[src/rtl/sd_deser.sv]
// Narrow-to-wide deserializer: collects `beats` input beats of c_width bits,
// packs them LSB-first and presents the assembled word on a registered output.
//
// Handshake: a beat moves on a rising clk edge where c_srdy && c_drdy, and a
// word moves on an edge where p_srdy && p_drdy. Sources hold data and valid
// until taken. c_drdy never looks at c_srdy, and p_srdy never looks at p_drdy.
module sd_deser #(
  parameter int c_width = 4,
  parameter int beats   = 3,
  localparam int p_width = c_width * beats,
  localparam int cnt_sz  = $clog2(beats)
) (
  input  logic                clk,
  input  logic                reset,
  input  logic                c_srdy,
  output logic                c_drdy,
  input  logic [c_width-1:0]  c_data,
  output logic                p_srdy,
  input  logic                p_drdy,
  output logic [p_width-1:0]  p_data,
  output logic [cnt_sz-1:0]   beat_idx
);

  localparam int a_width = c_width * (beats - 1);
  localparam logic [cnt_sz-1:0] last_idx = cnt_sz'(beats - 1);

  logic [cnt_sz-1:0]  cnt_q, cnt_d;
  logic [a_width-1:0] asm_q, asm_d;
  logic [p_width-1:0] p_data_q, p_data_d;
  logic               p_srdy_q, p_srdy_d;

  logic at_last, beat_xfer, word_xfer;

  // Only the last beat must wait for the output register to be free; it may
  // land on the same edge the held word leaves.
  assign at_last   = (cnt_q == last_idx);
  assign c_drdy    = !at_last || !p_srdy_q || p_drdy;
  assign beat_xfer = c_srdy && c_drdy;
  assign word_xfer = p_srdy_q && p_drdy;

  always_comb begin
    cnt_d    = cnt_q;
    asm_d    = asm_q;
    p_data_d = p_data_q;
    p_srdy_d = p_srdy_q;
    if (word_xfer) begin
      p_srdy_d = 1'b0;
    end
    if (beat_xfer) begin
      if (at_last) begin
        cnt_d    = '0;
        p_data_d = {c_data, asm_q};
        p_srdy_d = 1'b1;
      end else begin
        cnt_d = cnt_q + cnt_sz'(1);
        for (int k = 0; k < beats - 1; k++) begin
          if (cnt_q == cnt_sz'(k)) begin
            asm_d[k*c_width +: c_width] = c_data;
          end
        end
      end
    end
  end

  always_ff @(posedge clk) begin
    if (!reset) begin
      cnt_q    <= '0;
      asm_q    <= '0;
      p_data_q <= '0;
      p_srdy_q <= 1'b0;
    end else begin
      cnt_q    <= cnt_d;
      asm_q    <= asm_d;
      p_data_q <= p_data_d;
      p_srdy_q <= p_srdy_d;
    end
  end

  assign p_srdy   = p_srdy_q;
  assign p_data   = p_data_q;
  assign beat_idx = cnt_q;

endmodule

[config.mk]
export PLATFORM = sky130hd
export DESIGN_NAME = sd_deser
export DESIGN_NICKNAME = d
export VERILOG_FILES = /design/src/rtl/sd_deser.sv
export SDC_FILE = /design/constraint.sdc
export NUM_CORES = 1
export LEC_CHECK = 0
export ABC_AREA = 1
export CAP_MARGIN = 25
export CORE_MARGIN = 3
export CORE_UTILIZATION = 30
export DETAILED_ROUTE_END_ITERATION = 10
export PLACE_DENSITY_LB_ADDON = 0.25
export SYNTH_ARGS = -nofsm -noshare
export SYNTH_HDL_FRONTEND = slang
export SYNTH_SLANG_ARGS = --single-unit
export TNS_END_PERCENT = 100
[constraint.sdc]
create_clock -name clk -period 1.55 [get_ports clk]
set_clock_uncertainty 0.2 [all_clocks]
set_input_delay 0.2325 -clock clk [delete_from_list [all_inputs] [get_ports clk]]
set_output_delay 0.2325 -clock clk [all_outputs]
set_load 0.05 [all_outputs]
==> metrics.log <==
[metrics] per-cell routed wire length: 12.1 um
[metrics] DPL Wire Length: 1580 um
[metrics] clock-pin transition on the worst setup and hold timing paths: 0.12 ns
[metrics] DIE HEIGHT: 61.0 um
[metrics] Worst Setup End Kind: output port
[metrics] floorplan row count: 19
[metrics] final global-route overflow total: 0
[metrics] Int Power: 0.000791 W
[metrics] critical path start-end classification: flop to output port
[metrics] simple-gate share of the synthesized area: 20.2%
[metrics] fraction of layout instances using a drive strength above 1: 30.0%
[metrics] cell at the root of the clock tree: clkbuf_4
[metrics] post-layout min period: 1.52 ns
[metrics] final estimated routing congestion in global placement: 0.746
[metrics] switching power summed over all nets: 0.000269 W
[metrics] post-synthesis net count: 115
[metrics] Pins Over Slew Limit: 0
[metrics] setup repair after global routing missed its margin: yes
[metrics] number of endpoints with negative hold slack in the final report: 0
[metrics] vias after detailed routing: 824
[metrics] CP max FO: 3
[metrics] adder-cell share of the synthesized area: 0%
[metrics] transition time of the tightest slew-check pin: 0.285 ns
[metrics] maximum level of the CTS H-tree: 1
[metrics] portion of the post-synthesis area used by sequential elements: 50.8%
[metrics] number of flip-flops and latches in the synthesized netlist: 23
[metrics] Area growth syn-to-layout: 59.8%
[metrics] TritonCTS clock tree: built
[metrics] final instance area: 0.00145 mm2
[metrics] filler cell count: 257
[metrics] syn_area_per_cell: 8.47 um2
[metrics] Placed Instance Area: 0.00139 mm2
[metrics] Clk network pwr share: 25.4%
[metrics] kind of launch point of the worst setup path: flop
[metrics] highest clock rate: 660 MHz
[metrics] worst ir drop on vdd: 0.000372 V
[metrics] static power due to leakage: 0.535 nW
[metrics] net count of the finished layout: 149
[metrics] width of the die: 61.0 um
[metrics] maximum buffer depth of the clock tree: 2
[metrics] fraction of power spent switching nets: 25.4%
[metrics] proportion of synthesized area in mux cells: 0%
[metrics] P per Cell Area: 732 mW/mm2
[metrics] number of top-level pins: 24
[metrics] dominant combinational cell family by area after synthesis: simple AND/OR/NAND/NOR gates
[metrics] final setup vio count: 0
[metrics] data arrival time of the critical path: 1.08 ns
[metrics] drt total wl: 2080 um
[metrics] wire length of the first global-routing pass: 3480 um
[metrics] number of global-route vias before repair: 759
[metrics] Maximum Capacitance Violations: 0
[metrics] type of the most critical hold path: flop to flop
[metrics] starting density of the core: 32.3%
[metrics] worst setup slack for register-to-register paths: 0.16 ns
[metrics] post-synthesis instance total: 107
[metrics] warning count from the yosys run: 0
[metrics] count of buffers from port buffering: 23
[metrics] run status: complete, no violations
[metrics] crit share post-route: 97.8%
[metrics] Total Die Area: 0.00371 mm2
[metrics] initial antenna violation count: 0
[metrics] cell types occupying the most area after synthesis: dfxtp_1 51%, a21oi_1 12%, nand4_1 8.3%
[metrics] iteration count of the initial detailed-routing pass: 4
[metrics] proportion of power drawn by combinational gates: 15.5%
[metrics] fraction of power consumed by sequential logic: 59.1%
[metrics] vias per std cell: 4.82
[metrics] Post-DRT Antenna Nets: 0
[metrics] pin count of the biggest net entering global routing: 16
[metrics] utilization after layout: 51.6%
[metrics] xor and xnor fraction of the mapped netlist area: 0%
[metrics] compound-cell area share of the yosys netlist: 18.4%
[metrics] combined global-route utilization of all metal layers: 13.1%
[metrics] clk_lat worst skew: 0.31 ns
[metrics] area fraction of the dominant cell type after synthesis: 50.8%
[metrics] normalized max-slew margin: 81.0%
[metrics] number of remaining DRC errors: 0
[metrics] core region area: 0.00281 mm2
[metrics] post-synth design cell area: 906 um2
[metrics] TritonCTS Sinks: 23
[metrics] first-iteration detailed-routing DRC count: 21
[metrics] number of clock buffers inserted by TritonCTS: 3
[metrics] most area-hungry cell type in the Yosys netlist: dfxtp_1
[metrics] Critical Path RT: 1.12 ns
[metrics] diode insertion count for antenna repair: 0
[metrics] Synth cell types: 17
==> final cells by class <==
class / instances / area, um2 / area share (%)
timing repair buffer: 35 / 505 / 34.9
clock buffer: 4 / 26.3 / 1.82
inverter: 13 / 51.3 / 3.54
multi-input combinational: 65 / 354 / 24.5
sequential: 23 / 472 / 32.6
tap: 31 / 38.8 / 2.68
==> logic make-up after synthesis <==
logic type,Yosys count
AO/OA/AOI/OAI,31
buffers and inverters,19
flip-flops,23
AND/OR/NAND/NOR,34
==> metrics by stage <==
step,power (W),hold slack [ns],worst slack (ns),std cells,TNS (ns)
detailed placement,0.000802,0.237,-0.105,164,-1.45
global placement,0.000798,0.236,-0.0543,164,-0.639
CTS,0.00107,0.254,0.0204,170,0
global route,0.00111,0.281,-0.00737,171,-0.00737
finish,0.00106,0.253,0.0343,171,0
floorplan,0.000721,0.171,0.0772,107,0
==> metal layers <==
layer	wire length (um)	GRT usage [%]	part of all wire (%)
met1	923	17.4	44
met2	1010	19.4	49
met3	87	2.98	4.2
met4	53	7.74	2.6
met5	0	0	0
==> synth_stat cells <==
cell,number
a21oi_1,22
a21oi_4,1
buf_2,2
buf_4,2
buf_6,2
dfxtp_1,23
inv_1,12
inv_2,1
nand2_1,16
nand2_2,1
nand3_1,1
nand3_2,1
nand3b_2,1
nand4_1,12
nor2_1,1
nor2_4,1
o21ai_0,8
==> cell usage in the layout (no fill, tap or decap), types with 2 or more instances in the layout <==
cell / Yosys / layout
clkbuf_4: 0 / 3
buf_4: 2 / 10
a21oi_1: 22 / 22
o21ai_0: 8 / 8
dfxtp_4: 0 / 3
buf_12: 0 / 18
clkdlybuf4s50_1: 0 / 7
nand2_1: 16 / 15
inv_1: 12 / 12
nand4_1: 12 / 12
dfxtp_1: 23 / 20
nand2_2: 1 / 2
==> flip-flops by register name, summed over array words and instances (netlist names) <==
| register | cells |
|---|---|
| asm_q | 8 |
| p_data | 12 |
| beat_idx | 2 |
| p_srdy | 1 |
==> critical path, stage by stage, from the launching register on <==
cell and delay [ns]:
dfxtp_4 0.38, inv_4 0.04, nor2_4 0.11, nand2_2 0.09, buf_12 0.15
==> power groups by stage <==
stage / Sequential [W] / Combinational, W / Clock (W)
final: 0.000627 / 0.000164 / 0.000269
after global routing: 0.000630 / 0.000179 / 0.000298
after CTS: 0.000628 / 0.000160 / 0.000278
after detailed placement: 0.000646 / 0.000156 / 0
after global placement: 0.000645 / 0.000153 / 0
after floorplan: 0.000661 / 0.0000596 / 0
==> path summary, 6_finish.rpt <==
path	from	endpoint	cells past startpoint
max	beat_idx[1]	c_drdy	4
min	asm_q[6]	asm_q[6]	2
min reg2reg	asm_q[6]	asm_q[6]	2
max reg2reg	p_srdy	p_data[7]	5
==> repair_timing <==
| item | 4_1_cts | 5_1_grt |
|---|---|---|
| setup buffers | 2 | 1 |
| gates resized for setup | 2 | 3 |
| hold buffers | 0 | 0 |
| gates cloned | 0 | 0 |
| endpoints found under the setup margin | 1 | 1 |
(Power assumes the default switching activity.)
